--- src/rtl/dnn_seq_pkg.sv ---
// Shared types and constants for the dnn_model run sequencer.
// State enum, default digit width and a counter-width helper.
package dnn_seq_pkg;

    localparam int W_DIGIT_DEF = 4;

    typedef enum logic [2:0] {
        IDLE = 3'd0,
        GO   = 3'd1,
        WAIT = 3'd2,
        GAP  = 3'd3,
        DONE = 3'd4
    } seq_state_t;

    // Bits needed to hold values 0..max_val, never less than one bit.
    function automatic int cnt_width(input int max_val);
        return (max_val < 1) ? 1 : $clog2(max_val + 1);
    endfunction

endpackage

--- src/rtl/dnn_seq_wdog.sv ---
// Loadable down-counter with a zero flag; serves as both the per-run
// watchdog and the inter-run gap timer. Decrement stops at zero.
module dnn_seq_wdog #(
    parameter int W = 8
) (
    input  logic         clk,
    input  logic         rstn,
    input  logic         load,
    input  logic [W-1:0] load_val,
    input  logic         dec,
    output logic         zero
);

    logic [W-1:0] count;

    always_ff @(posedge clk or negedge rstn) begin
        if (!rstn) begin
            count <= '0;
        end else if (load) begin
            count <= load_val;
        end else if (dec && (count != '0)) begin
            count <= count - W'(1);
        end
    end

    assign zero = (count == '0);

endmodule

--- src/rtl/dnn_run_sequencer.sv ---
// Issues N_RUNS go pulses to dnn_model, collects each digit into resp, and
// flags a hung inference. Optional feature macro: DNN_SEQ_STRICT_EN (spurious_cnt).
//
// Handshake: go is a one-cycle request; ready is a one-cycle result strobe with
// digit valid while it is high, and is accepted only in WAIT. There is no
// back-pressure on either side.
module dnn_run_sequencer
    import dnn_seq_pkg::*;
#(
    parameter int N_RUNS      = 8,
    parameter int W_DIGIT     = W_DIGIT_DEF,
    parameter int TIMEOUT_CYC = 50_000_000,
    parameter int GAP_CYC     = 16
) (
    input  logic                      clk,
    input  logic                      rstn,
    input  logic                      start,
    output logic                      go,
    input  logic                      ready,
    input  logic [W_DIGIT-1:0]        digit,
    output logic [N_RUNS*W_DIGIT-1:0] resp,
    output logic                      resp_valid,
    output logic                      busy,
    output logic                      timeout_err,
`ifdef DNN_SEQ_STRICT_EN
    output logic [7:0]                spurious_cnt,
`endif
    output seq_state_t                dbg_state
);

    localparam int WDOG_W = cnt_width(TIMEOUT_CYC - 1);
    localparam int GAP_W  = cnt_width(GAP_CYC);
    localparam int RUN_W  = cnt_width(N_RUNS);
    localparam bit HAS_GAP = (GAP_CYC > 0);

    localparam logic [WDOG_W-1:0] WDOG_LOAD = WDOG_W'(TIMEOUT_CYC - 1);
    localparam logic [GAP_W-1:0]  GAP_LOAD  = GAP_W'(HAS_GAP ? GAP_CYC - 1 : 0);
    localparam logic [RUN_W-1:0]  LAST_RUN  = RUN_W'(N_RUNS - 1);

    seq_state_t       state_q, state_d;
    logic [RUN_W-1:0] run_idx;

    logic seq_clear, capture, run_inc, to_set;
    logic wdog_load, wdog_dec, wdog_zero;
    logic gap_load, gap_dec, gap_zero;

    dnn_seq_wdog #(.W(WDOG_W)) u_wdog (
        .clk      (clk),
        .rstn     (rstn),
        .load     (wdog_load),
        .load_val (WDOG_LOAD),
        .dec      (wdog_dec),
        .zero     (wdog_zero)
    );

    dnn_seq_wdog #(.W(GAP_W)) u_gap (
        .clk      (clk),
        .rstn     (rstn),
        .load     (gap_load),
        .load_val (GAP_LOAD),
        .dec      (gap_dec),
        .zero     (gap_zero)
    );

    always_comb begin
        state_d   = state_q;
        seq_clear = 1'b0;
        capture   = 1'b0;
        run_inc   = 1'b0;
        to_set    = 1'b0;
        wdog_load = 1'b0;
        wdog_dec  = 1'b0;
        gap_load  = 1'b0;
        gap_dec   = 1'b0;
        case (state_q)
            IDLE: begin
                if (start) begin
                    seq_clear = 1'b1;
                    state_d   = GO;
                end
            end
            GO: begin
                wdog_load = 1'b1;
                state_d   = WAIT;
            end
            WAIT: begin
                // A ready on the expiry cycle still counts as a good result.
                if (ready) begin
                    capture = 1'b1;
                    if (run_idx == LAST_RUN) begin
                        state_d = DONE;
                    end else begin
                        run_inc = 1'b1;
                        if (HAS_GAP) begin
                            gap_load = 1'b1;
                            state_d  = GAP;
                        end else begin
                            state_d  = GO;
                        end
                    end
                end else if (wdog_zero) begin
                    to_set  = 1'b1;
                    state_d = IDLE;
                end else begin
                    wdog_dec = 1'b1;
                end
            end
            GAP: begin
                if (gap_zero) begin
                    state_d = GO;
                end else begin
                    gap_dec = 1'b1;
                end
            end
            DONE: begin
                state_d = IDLE;
            end
            default: begin
                state_d = IDLE;
            end
        endcase
    end

    // Outputs are registered from the next state so they line up with state_q.
    always_ff @(posedge clk or negedge rstn) begin
        if (!rstn) begin
            state_q     <= IDLE;
            go          <= 1'b0;
            resp_valid  <= 1'b0;
            busy        <= 1'b0;
            timeout_err <= 1'b0;
            run_idx     <= '0;
            resp        <= '0;
        end else begin
            state_q    <= state_d;
            go         <= (state_d == GO);
            resp_valid <= (state_d == DONE);
            busy       <= (state_d != IDLE);
            if (seq_clear) begin
                run_idx     <= '0;
                resp        <= '0;
                timeout_err <= 1'b0;
            end else begin
                if (to_set) begin
                    timeout_err <= 1'b1;
                end
                if (run_inc) begin
                    run_idx <= run_idx + RUN_W'(1);
                end
                if (capture) begin
                    for (int k = 0; k < N_RUNS; k++) begin
                        if (run_idx == RUN_W'(k)) begin
                            resp[k*W_DIGIT +: W_DIGIT] <= digit;
                        end
                    end
                end
            end
        end
    end

`ifdef DNN_SEQ_STRICT_EN
    // Counts ready strobes outside WAIT; saturates and only reset clears it.
    always_ff @(posedge clk or negedge rstn) begin
        if (!rstn) begin
            spurious_cnt <= 8'd0;
        end else if (ready && (state_q != WAIT) && (spurious_cnt != 8'hFF)) begin
            spurious_cnt <= spurious_cnt + 8'd1;
        end
    end
`else
    // Stray ready outside WAIT falls through the FSM with no effect.
`endif

    assign dbg_state = state_q;

endmodule

--- config.mk ---
export PLATFORM = sky130hd
export DESIGN_NAME = dnn_run_sequencer
export DESIGN_NICKNAME = d
export VERILOG_FILES = /design/src/rtl/dnn_seq_pkg.sv /design/src/rtl/dnn_seq_wdog.sv /design/src/rtl/dnn_run_sequencer.sv
export SDC_FILE = /design/constraint.sdc
export NUM_CORES = 1
export LEC_CHECK = 0
export BUFFER_PORTS_ARGS = -buffer_cell sky130_fd_sc_hd__buf_4
export CAP_MARGIN = 30
export CORE_ASPECT_RATIO = 1.1
export CORE_UTILIZATION = 55
export CTS_BUF_LIST = sky130_fd_sc_hd__clkbuf_2
export DETAILED_ROUTE_END_ITERATION = 7
export GPL_ROUTABILITY_DRIVEN = 0
export PLACE_DENSITY = 0.76
export REMOVE_ABC_BUFFERS = 1
export SYNTH_ARGS = -nofsm -noshare
export SYNTH_HDL_FRONTEND = slang
export SYNTH_HIERARCHICAL = 1
export SYNTH_SLANG_ARGS = --single-unit
--- constraint.sdc ---
create_clock -name clk -period 3.7 [get_ports clk]
set_input_delay 0.185 -clock clk [delete_from_list [all_inputs] [get_ports clk]]
set_output_delay 0.185 -clock clk [all_outputs]
set_load 0.005 [all_outputs]
# After elaboration in Yosys (flattened, before gate mapping)
# Cells that the tools add are included.
op_classes:
  n_addsub: 3
  n_eq_ne: 12
  muxes: 40
  reduce_logical: 30
op_table:
  columns: ["cell", "n"]
  rows:
  - ["2-to-1 mux 32 bit", 2]
  - ["2-to-1 mux 26 bit", 2]
  - ["2-to-1 mux 4 bit", 10]
  - ["zero test 26 bit", 1]
  - ["nonzero test 2 bit", 13]
  - ["nonzero test 26 bit", 1]
  - ["subtractor 26 x 1 -> 26 bit, second input constant", 1]
  - ["2-to-1 mux 1 bit", 18]
  - ["equality test 4 x 3 -> 1 bit, second input constant", 4]
  - ["AND reduction 2 bit", 8]
  - ["2-to-1 mux 3 bit", 5]
  - ["case mux 3 bit (4 select lines)", 1]
  - ["2-to-1 mux 5 bit", 2]
  - ["equality test 4 x 2 -> 1 bit, second input constant", 2]
  - ["equality test 3 x 1 -> 1 bit, second input constant", 2]
  - ["equality test 3 x 2 -> 1 bit, second input constant", 2]
  - ["zero test 5 bit", 1]
  - ["nonzero test 5 bit", 1]
  - ["subtractor 5 x 1 -> 5 bit, second input constant", 1]
  - ["adder 4 x 1 -> 4 bit, second input constant", 1]
  - ["equality test 4 x 1 -> 1 bit, second input constant", 1]
  - ["zero test 4 bit", 1]
  - ["equality test 3 bit, second input constant", 1]
  - ["zero test 3 bit", 1]
  - ["2 further kinds", 3]
word_totals:
  register_bits: 74
  inputBits: 8
  out_inout_bits: 39
  wordCells: 101

# Depth between registers and ports, before layout
# Gate-level depths: netlist of the first run.
logic_depth:
  depth_word: 7
  ltp_mapped: 12
  ltp_nobuf: 11

# By module
# Netlist of the first run, hierarchy kept.
modules_own_cells:
  columns: ["module", "instances", "cells_each", "area_per_inst_um2", "seq_area_each_um2"]
  rows:
  - ["dnn_run_sequencer", 1, 186, 1999.4, 1076.0]
  - ["dnn_seq_wdog (u_wdog)", 1, 172, 1634.1, 650.6]
  - ["dnn_seq_wdog (u_gap)", 1, 32, 304.0, 125.1]

# Worst setup path after synthesis of the first run
# Ideal clock, no wire load.
synth_timing:
  path_type: "register to register"
  startpoint: "register u_wdog.count[0]"
  endpoint: "register u_wdog.count[25]"
  setup_time_ps: 126
  arrival_time_ps: 2439
  required_time_ps: 3574
  slack_ps: 1135
  stages_incl_launch_ff: 12
  period_less_slack_ps: 2565
  cell_sequence: "dfrtp_1 > inv_1 > ha_1 > nor3b_2 > nand4_2 > nor2_1 > nor3_1 > clkbuf_2 > nor2b_1 > nand4_1 > or3b_1 > a311o_1"
synth_between:
  elab_chain_cells: 6
  word_cells_on_any_way: 10
  cone_classes: "add/sub (1); mux (5); reduce/logical (4)"
synth_lines:
  columns: ["element", "line_no", "source"]
  rows:
  - ["from (decl)", "dnn_seq_wdog.sv:14", "logic [W-1:0] count;"]
  - ["from (signal assigned)", "dnn_seq_wdog.sv:20", "count <= load_val;"]
  - ["from (signal assigned)", "dnn_seq_wdog.sv:22", "count <= count - W'(1);"]
  - ["zero test 26 bit", "dnn_seq_wdog.sv:26", "assign zero = (count == '0);"]
  - ["via wdog_zero", "dnn_run_sequencer.sv:44", "logic wdog_load, wdog_dec, wdog_zero;"]
  - ["2-to-1 mux 1 bit", "dnn_run_sequencer.sv:101", "end else if (wdog_zero) begin"]
  - ["2-to-1 mux 1 bit", "dnn_run_sequencer.sv:88", "if (ready) begin"]
  - ["2-to-1 mux 1 bit", "dnn_run_sequencer.sv:75", "case (state_q)"]
  - ["via wdog_dec", "dnn_run_sequencer.sv:44", null]
  - ["logical AND 1 bit", "dnn_seq_wdog.sv:21", "end else if (dec && (count != '0)) begin"]
  - ["nonzero test 2 bit (no line)", null, null]
# The timed path passes the listed nets, and every way through them passes these cells. The select of a mux whose other input is x is not followed.
# A chain may end at the register's enable or synchronous reset.

# Final worst setup path of the first run
layout_timing:
  startpoint: "register u_wdog.count[1]"
  endpoint: "register u_wdog.count[25]"
# Same word-level chain as after synthesis.

==> results of run 1 <==
[worst paths after layout]
check / depth (start not counted) / startpoint / to / slack (ns)
max reg2reg: 12 / u_wdog/count[1] / u_wdog/count[25] / 0.60
max in group asynchronous: 2 / rstn / run_idx[0] / 2.82
min reg2reg: 2 / resp[7] / resp[7] / 0.55
min in group clk: 4 / digit[3] / resp[31] / 0.45
min: 2 / rstn / resp[16] / 0.27
max: 12 / u_wdog/count[1] / u_wdog/count[25] / 0.60
[cell type report]
class / count / area (um^2)
multi-input combinational: 312 / 2044
clock buffer: 9 / 45.04
fill: 528 / 2151
tap: 82 / 102.6
timing repair buffer: 57 / 445.4
clock inverter: 7 / 60.06
sequential: 74 / 1852
inverter: 13 / 48.80
[power by group]
| part | leakage [nW] | internal (mW) | switching [mW] |
|---|---|---|---|
| Sequential | 0.944 | 1.09 | 0.316 |
| Combinational | 1.23 | 0.551 | 0.602 |
| Clock | 0.0639 | 0.101 | 0.326 |
[worst max-delay path, delay by kind of cell (launching register included)]
family	cells	cell delay, ns
adder cells (fa/ha/maj)	1	0.19
AND/OR/NAND/NOR	8	1.72
flip-flops	1	0.47
AO/OA/AOI/OAI	1	0.32
buffers and inverters	2	0.32
[cell families (layout without fill, tap and decap cells)]
kind of cell / after synthesis / in the layout / synth area share
AO/OA/AOI/OAI: 70 / 70 / 0.1147
XOR/XNOR: 16 / 16 / 0.03559
adder cells (fa/ha/maj): 6 / 6 / 0.01907
buffers and inverters: 33 / 86 / 0.03940
flip-flops: 74 / 74 / 0.4703
multiplexers: 35 / 35 / 0.09056
other: 2 / 31 / 0.001907
AND/OR/NAND/NOR: 154 / 154 / 0.2285
[stage by stage]
stage | hold slack (ns) | utilization
global placement | 0.3846 | 0.6554
global route | 0.3512 | 0.6813
floorplan | -0.1106 | -
detailed placement | 0.3809 | 0.6554
finish | 0.2725 | 0.6813
CTS | 0.2794 | 0.6813
[registers in the layout (all words and copies together) (netlist names)]
register and flops:
go 1, resp_valid 1, dbg_state 3, timeout_err 1, u_wdog/count 26, u_gap/count 5
busy 1, run_idx 4, resp 32
[routing by layer]
layer	track usage	part of all wire
met1	0.3127	0.44
met2	0.4194	0.51
met3	0.04040	0.025
met4	0.1020	0.020
met5	0	0
[synth_stat cells, drive strengths merged, types with 3 or more instances]
master / instances
nand2: 60
xnor2: 7
o31ai: 4
nand4: 6
dfrtp: 74
nor2b: 4
or4: 5
nor3: 8
nand3: 13
o21ai: 29
xor2: 9
mux2i: 30
a31oi: 7
or3: 4
nor2: 19
or4b: 3
o2111ai: 3
ha: 6
mux2: 5
o211ai: 8
buf: 9
and4: 3
clkbuf: 11
inv: 13
a21oi: 10
and3: 7
nor4: 6
==> impl_results.md, run 1 <==
- Share of the synthesized area in the top cell type: 0.4703
- Synth warn: 6
- Row cnt: 31
- Num Clock Sinks: 74
- Fin area: 4598 um^2
- Max-Cap Viols: 0
- Most frequent cells in the layout: dfrtp_1, nand2_1, buf_4
- Pwr Density: 649.9 nW/um^2
- Fin. Hold Viols: 0
- First-pass GRT wire length: 14.34 mm
- Commonest non-fill, non-tap cell in the layout: dfrtp_1
- Maximum vdd drop: 383.9 uV
- Skew-Pair Late Insertion Delay: 0.56 ns
- WL per Instance: 15.20 um
- Setup violations, final: 0
- Nets: 481
- Port Buf Inserts: 46
- First-pass DRT Iterations: 4
- Slew Viols, Final: 0
- Crit path cell chain: inv_1 > ha_1 > nor3b_2 > nand4_2 > nor2_1 > nor3_1 > buf_4 > nor2b_1 > nand4_1 > or3b_1 > nor4_1 > a311o_1
- Placed cell area: 4423 um^2
- Grt ovf: 0
- HPWL after DPL: 5.692 mm
- RSZ-0062 raised after global routing: no
- Final min period: 3.098 ns
- WP data arrival: 3.55 ns
- Setup crit start kind: register
- Worst-case clock buffer depth: 2
- Die ar.: 7502 um^2
- F_max: 322.8 MHz
- Unique masters post-synth: 67
- Status: finished, final reports clean
- DR vias/cell: 5.563
- DR iter-0 viols: 220
- Via count: 3,082
- Initial core utilization: 0.5834
- CTS root buf: clkbuf_2
- CTS tree: yes
- Initial antenna violation count: 0
- Gate Count Post-Synth: 390
- Pwr Total: 2.989 mW
- Layout cells sized above 1: 0.2013
- CP Data Required Time: 4.15 ns
- Post-cts sizing count: 0
- Skew final: 0.03769 ns
- Gr usage total: 0.2501
- Post-synthesis sequential area ratio: 0.4703
- Static Leakage: 2.235 nW
- Die extent in y: 90.74 um
- Critical Path Slowest Stage Cell: dfrtp_1
- CP max FO: 18
- Dpl ws: 0.6113 ns
- Hold WC Path Type: in -> async
- Setup TNS: 0 ns
- Area grow syn2layout: 16.78%
- Clock transition at path regs: 0.27 ns
- Syn avg cell area: 10.10 um^2
- Number of enable flip-flop cells after synthesis: 0
- Detail Route Antenna Nets: 0
- Ys flop type: dfrtp_1
- Async set-reset flop share out of synthesis: 1.000
- Cell types occupying the most area after synthesis: dfrtp_1, mux2i_1, nand2_1
- H-tree levels: 3
- Synthesized area: 3938 um^2
- Post-CTS setup buffer count: 0
- Placed insts: 531
- Core area: 6749 um^2
- Finished Layout Cells: 554
- CTS Buf Count: 9
- Final WS setup: 0.6019 ns
- Cts hold-fix bufs: 7
- Worst Setup End Kind: register
- Largest net degree at the start of global routing: 75
- DRC viols: 0
- I/O pins: 47
- Slowest stage delay, CP: 0.47 ns
- Number of synthesized register bits: 74
- Worst-Margin Slew: 0.9189 ns
- Largest area contributor in the netlist: dfrtp_1
- Total routed wirelength: 8.420 mm
- Ant diodes: 0
- Max_slew headroom: 0.3874
- Chip Width: 82.68 um
- Period utilization: 0.8373
- Crit Path Class: reg -> reg
- Vias in the first global route: 2,995
No activity file was read; power rests on OpenSTA's default activity.
==> run 2, diff against run 1 <==
- ABC_AREA: unset -> 1
- PLACE_DENSITY: 0.76 -> 0.75
- clock period: 3.7 -> 3.25 ns (I/O delays scaled with it)
==> run 2 against run 1 <==
Effect of this change: sequential share of layout area shrank 3.1 points; combinational power grew 93%; critical path type unchanged; area after synthesis grew 9.3%; highest routed layer unchanged; critical path depth grew 1; cell count grew 36%; worst hold slack lost 0.038 ns.
==> impl_results.md, run 2 <==
- Synth warn: 6 (unchanged)
- Largest net degree at the start of global routing: 75 (unchanged)
- Placed insts: 731 (+38%)
- DR iter-0 viols: 115 (-48%)
- Cell types occupying the most area after synthesis: dfrtp_1, nand2_1, nand3_1
- Gate Count Post-Synth: 561 (+44%)
- Setup violations, final: 0 (unchanged)
- Async set-reset flop share out of synthesis: 1.000 (unchanged)
- Max_slew headroom: 0.3861 (-0.001296)
- Via count: 3,836 (+24%)
- CP Data Required Time: 3.65 ns (-0.50 ns)
- Finished Layout Cells: 753 (+36%)
- Fin. Hold Viols: 0 (unchanged)
- RSZ-0062 raised after global routing: no
- Hold WC Path Type: in -> reg
- Total routed wirelength: 9.377 mm (+11%)
- Initial core utilization: 0.5728 (-0.01067)
- Skew final: 0.02363 ns (-0.01405 ns)
- Port Buf Inserts: 46 (unchanged)
- DRC viols: 0 (unchanged)
- Max reg flops: 32 (unchanged)
- Layout cells sized above 1: 0.1790 (-0.02226)
- Flop-to-flop setup slack: 0.84 ns (+0.24 ns)
- Final min period: 2.408 ns (-0.6903 ns)
- Unique masters post-synth: 31 (-54%)
- Worst Setup End Kind: register
- Number of enable flip-flop cells after synthesis: 0 (unchanged)
- Largest area contributor in the netlist: dfrtp_1
- Grt ovf: 0 (unchanged)
- Pwr Density: 836.8 nW/um^2 (+29%)
- Number of synthesized register bits: 74 (unchanged)
- Critical Path Slowest Stage Cell: dfrtp_1
- Chip Width: 86.35 um (+4.4%)
- Static Leakage: 2.592 nW (+16%)
- Setup TNS: 0 ns (unchanged)
- Setup crit start kind: register
- Area grow syn2layout: 15.87%
- Initial antenna violation count: 0 (unchanged)
- HPWL after DPL: 6.621 mm (+16%)
- Most flops, register: resp
- Status: finished, final reports clean
- Final WS setup: 0.8421 ns (+0.2403 ns)
- Period utilization: 0.7409 (-0.09645)
- Core area: 7515 um^2 (+11%)
- Crit Path Class: reg -> reg
- CTS root buf: clkbuf_2
- Slowest stage delay, CP: 0.41 ns (-0.06 ns)
- First-pass GRT wire length: 15.98 mm (+11%)
- Dpl ws: 0.8818 ns (+0.2705 ns)
- Worst-Margin Slew: 0.9208 ns (+0.001944 ns)
- Pwr Total: 4.173 mW (+40%)
- Hold Path Depth: 4
- Share of the synthesized area in the top cell type: 0.4302 (-0.04006)
- Clock transition at path regs: 0.20 ns (-0.07 ns)
- WL per Instance: 12.45 um (-18%)
- R2r worst-path depth: 13 (+1)
- Synthesized area: 4304 um^2 (+9.3%)
- DR vias/cell: 5.094 (-8.4%)
- Post-synthesis sequential area ratio: 0.4302 (-0.04006)
- Num Clock Sinks: 74 (unchanged)
- Critical R2R Capture: u_wdog/count[16]
- WP data arrival: 2.81 ns (-0.74 ns)
- Most common cell in the synthesized netlist: nand2_1
- Crit path cell chain: inv_1 > ha_1 > nand2_4 > nor2_8 > nand4_1 > nor2_1 > nor2_1 > nand2_1 > inv_1 > o21ai_4 > nand2_4 > nand2_1 > nand2_1
- Vias in the first global route: 3,519 (+17%)
- Detail Route Antenna Nets: 0 (unchanged)
- Largest regs: resp: 32 flops, u_wdog/count: 26 flops, u_gap/count: 5 flops
- Commonest non-fill, non-tap cell in the layout: nand2_1
- Die extent in y: 94.78 um (+4.5%)
- Skew-Pair Late Insertion Delay: 0.51 ns (-0.05 ns)
- Worst-case clock buffer depth: 2 (unchanged)
- Slew Viols, Final: 0 (unchanged)
- Post-cts sizing count: 0 (unchanged)
- Gr usage total: 0.2508 (+0.0007941)
- Worst hold start: start
- H-tree levels: 3 (unchanged)
- First-pass DRT Iterations: 4 (unchanged)
- CP max FO: 24 (+6)
- Placed cell area: 4843 um^2 (+9.5%)
- Max-Cap Viols: 0 (unchanged)
- I/O pins: 47 (unchanged)
- Die ar.: 8184 um^2 (+9.1%)
- Hold path endpoint: timeout_err
- CP most frequent cell: nand2_1
- Ant diodes: 0 (unchanged)
- Cts hold-fix bufs: 6 (-1)
- Nets: 657 (+37%)
- Most frequent cells in the layout: nand2_1, nand3_1, dfrtp_1
- Synth top cells by count: nand2_1, nand3_1, dfrtp_1, nor2_1, inv_1
- Reg2reg start: u_wdog/count[0]
- CTS tree: yes
- Post-CTS setup buffer count: 0 (unchanged)
- Syn avg cell area: 7.672 um^2 (-24%)
- Fin area: 4987 um^2 (+8.5%)
- Ys flop type: dfrtp_1
- Row cnt: 33 (+6.5%)
- CTS Buf Count: 9 (unchanged)
- Maximum vdd drop: 386.7 uV (+0.74%)
- F_max: 415.3 MHz (+29%)
==> run 2: worst max path at each step <==
stage,end,slack (ns),startpoint
2_1_floorplan,u_wdog/count[0],-0.76,dbg_state[1]
3_3_place_gp,u_wdog/count[0],0.96,u_wdog/count[0]
3_5_place_dp,u_wdog/count[9],0.88,u_wdog/count[0]
4_1_cts,u_wdog/count[9],0.84,u_wdog/count[0]
5_1_grt,u_wdog/count[14],0.56,u_wdog/count[0]
6_report,u_wdog/count[16],0.84,u_wdog/count[0]
==> run 2: cell type report <==
class	count	area (um^2)
Clock inverter	6	33.78
Fill cell	663	2527
Sequential cell	74	1852
Clock buffer	10	50.05
Multi-Input combinational cell	451	2293
Tap cell	105	131.4
Inverter	51	191.4
Timing Repair Buffer	56	435.4
==> run 2: kinds of logic (layout without fill, tap and decap cells) <==
group                    count (synthesis)  after routing  share of synthesized area
adder cells (fa/ha/maj)                  6              6                    0.01744
XOR/XNOR                                 6              6                    0.01221
flip-flops                              74             74                     0.4302
other                                    2             31                   0.001745
buffers and inverters                   65            123                    0.06337
AND/OR/NAND/NOR                        346            346                     0.3901
AO/OA/AOI/OAI                           62             62                    0.08488
==> run 2: metrics by stage <==
step	util	hold slack, ns
after CTS	0.6637	0.2036
final	0.6637	0.2345
after floorplan	-	-0.1331
after global routing	0.6637	0.2205
after global placement	0.6445	0.3610
after detailed placement	0.6445	0.3564
==> run 2: critical path, delay by kind of cell, from the launching register on <==
kind                       cells  cell delay, ns
AOI/OAI and AO/OA              1            0.15
buffers and inverters          2            0.18
adders and majority gates      1            0.35
DFF                            1            0.41
and+or+nand+nor                9            1.21
==> run 2: routing by layer <==
layer / routed length [um] / GRT usage / part of all wire / vias to the layer above
li1: - / - / - / 1977
met1: 4333 / 0.3076 / 0.46 / 1779
met2: 4650 / 0.4464 / 0.50 / 68
met3: 266 / 0.03059 / 0.028 / 12
met4: 127 / 0.1028 / 0.014 / 0
met5: 0 / 0 / 0 / -
==> run 2: power breakdown <==
part           total (mW)  switching, mW  internal, mW
clock network       0.422          0.324        0.0976
registers            1.53          0.308          1.22
logic                2.22           1.42         0.799
total                4.17           2.05          2.12
==> run 3, diff against run 2 <==
- ABC_AREA: 1 -> 0
- PLACE_DENSITY: 0.75 -> 0.79
- clock period: 3.25 -> 2.2 ns (I/O delays scaled with it)
==> run 3 against run 2 <==
Effect of this change: sequential share of layout area is 0.19 points lower; non-clock buffer count is 41 higher; the run now ends with negative setup slack left; flip-flop and latch count stayed put; sequential power is 51% higher; clock skew is 0.0051 ns lower; register-to-register slack worse by 0.91 ns; die area is 8.3% lower; utilization is 7.9 points higher; clock power is 82% higher; clock-buffer cell count is 1 lower; largest cell class unchanged; critical endpoint is now u_wdog/count[25].
==> impl_results.md, run 3 (synthesis results as in run 1) <==
- WL per Instance: 15.24 um (+22%)
- First-pass GRT wire length: 14.96 mm (-6.4%)
- Setup crit start kind: register
- Largest regs: resp: 32 flops, u_wdog/count: 26 flops, u_gap/count: 5 flops
- I/O pins: 47 (unchanged)
- Detail Route Antenna Nets: 0 (unchanged)
- H-tree levels: 3 (unchanged)
- Worst-case clock buffer depth: 2 (unchanged)
- Nets: 521 (-21%)
- Die extent in y: 90.74 um (-4.3%)
- Setup TNS: -0.06337 ns (-0.06337 ns)
- Die ar.: 7502 um^2 (-8.3%)
- Max-Cap Viols: 0 (unchanged)
- Grt ovf: 0 (unchanged)
- Chip Width: 82.68 um (-4.3%)
- Via count: 3,272 (-15%)
- Vias in the first global route: 3,224 (-8.4%)
- Crit Path Class: reg -> reg
- Skew final: 0.01857 ns (-0.005062 ns)
- CP Data Required Time: 2.63 ns (-1.02 ns)
- Comb power frac: 0.450 (-0.082)
- Finished Layout Cells: 594 (-21%)
- Period utilization: 1.029 (+0.2879)
- DR iter-0 viols: 144 (+25%)
- CTS Buf Count: 9 (unchanged)
- Port Buf Inserts: 46 (unchanged)
- Slew Viols, Final: 0 (unchanged)
- Violated checks: negative setup slack
- Fin. Hold Viols: 0 (unchanged)
- Hold WC Path Type: in -> reg
- Initial core utilization: 0.5834 (+0.01067)
- Clk network pwr share: 0.137 (+0.036)
- DRC viols: 0 (unchanged)
- Maximum vdd drop: 749.5 uV (+94%)
- Row cnt: 31 (-6.1%)
- Layout cells sized above 1: 0.2793 (+0.1003)
- CP max FO: 2 (-92%)
- Ant diodes: 0 (unchanged)
- Placed insts: 557 (-24%)
- Largest net degree at the start of global routing: 75 (unchanged)
- HPWL after DPL: 6.073 mm (-8.3%)
- Clock transition at path regs: 0.21 ns (about the same)
- Core area: 6749 um^2 (-10%)
- Internal Power: 3.391 mW (+60%)
- Max reg flops: 32 (unchanged)
- Worst Setup End Kind: register
- Hold slack: 0.3814 ns (+0.1469 ns)
- Commonest non-fill, non-tap cell in the layout: buf_4
- Setup violations, final: 1 (+1)
- Switching pwr: 2.209 mW (+7.7%)
- Sw Share: 0.3945 (-0.09727)
- Initial antenna violation count: 0 (unchanged)
- CTS root buf: clkbuf_2
- Pwr Density: 1117 nW/um^2 (+34%)
- CTS tree: yes
- Total routed wirelength: 9.052 mm (-3.5%)
- RSZ-0062 raised after global routing: yes
- WP data arrival: 2.69 ns (-0.12 ns)
- Skew-Pair Late Insertion Delay: 0.53 ns (+0.02 ns)
- Static Leakage: 2.458 nW (-5.2%)
- Most frequent cells in the layout: buf_4, dfrtp_1, nand2_1
- Final min period: 2.263 ns (-0.1445 ns)
- Gr usage total: 0.2607 (+0.009814)
- F_max: 441.8 MHz (+6.4%)
- Num Clock Sinks: 74 (unchanged)
- Pwr Total: 5.600 mW (+34%)
- First-pass DRT Iterations: 4 (unchanged)
- Fillers: 475 (-28%)
- Area grow syn2layout: 27.30%
- Most flops, register: resp
- DR vias/cell: 5.508 (+8.1%)
- Fin util: 0.7427 (+0.07901)
- Status: complete, but fails checks
- Flop pwr share: 0.413 (+0.046)
- Final WS setup: -0.06337 ns (-0.9055 ns)
## run 3: changes by cell type in the layout (fill, tap and decap cells not counted), sizes merged, moves of 8 or more
cell / change
nand3: -90
buf: +39
o21ai: -28
inv: -37
nand2: -103
mux2i: +30
o211ai: +8
nor2: -48
## run 3: metal layers
layer | vias to the layer above | part of all wire | global-route usage
met1 | 1592 | 0.42 | 0.3138
met5 | - | 0 | 0
li1 | 1606 | - | -
met3 | 14 | 0.037 | 0.06061
met4 | 0 | 0.016 | 0.08333
met2 | 60 | 0.53 | 0.4488
## run 3: path summary, 6_finish.rpt
path,start,to,slack (ns),depth (start not counted)
max in group asynchronous,rstn,resp[14],1.11,4
setup reg to reg,u_wdog/count[1],u_wdog/count[25],-0.06,10
setup / recovery,u_wdog/count[1],u_wdog/count[25],-0.06,10
hold reg to reg,resp[0],resp[0],0.55,2
hold / removal,digit[0],resp[28],0.38,4
min in group asynchronous,rstn,resp[23],0.53,3
## run 3: metrics by stage
step	instance area (um^2)	setup slack [ns]
6_report	5012	-0.06337
5_1_grt	5012	-0.1473
4_1_cts	4858	-0.02412
3_5_place_dp	4618	-0.2927
3_3_place_gp	4618	-0.02929
2_1_floorplan	3940	-1.191
## run 3: final cells by class
cell class	count	area, um^2	share of cell area
repair buffers	97	784.5	0.1565
flip-flops and latches	74	1852	0.3694
well taps	82	102.6	0.02047
clock inverters	7	68.82	0.01373
multi-input cells	312	2111	0.4211
clock buffers	9	45.04	0.008987
inverters	13	48.80	0.009735
## run 3: worst max-delay path: stages, from the launching register on
cell and delay (ns):
dfrtp_1 0.42, inv_2 0.06, ha_4 0.16, nor3b_4 0.15
nand4_4 0.09, nor2_4 0.05, nor3_4 0.15, nor2b_4 0.19
nand4_1 0.14, or3b_1 0.43, a311o_1 0.32
## run 3: power by group through the flow
stage          combinational, mW  sequential (mW)  clock [mW]
2_1_floorplan               1.29             2.29           0
3_3_place_gp                2.18             2.28           0
3_5_place_dp                2.27             2.31           0
4_1_cts                     2.37             2.30       0.785
5_1_grt                     2.82             2.38       0.843
6_report                    2.52             2.31       0.770
## run 3: what timing repair did
| action | 4_1_cts | 5_1_grt |
|---|---|---|
| setup buffers | 4 | 9 |
| cloned | 0 | 0 |
| pin swaps | 7 | 5 |
| resized for setup | 9 | 8 |
| endpoints found under the setup margin | 18 | 13 |
| hold buffers | 7 | 1 |
| endpoints found under the hold margin | 111 | 13 |
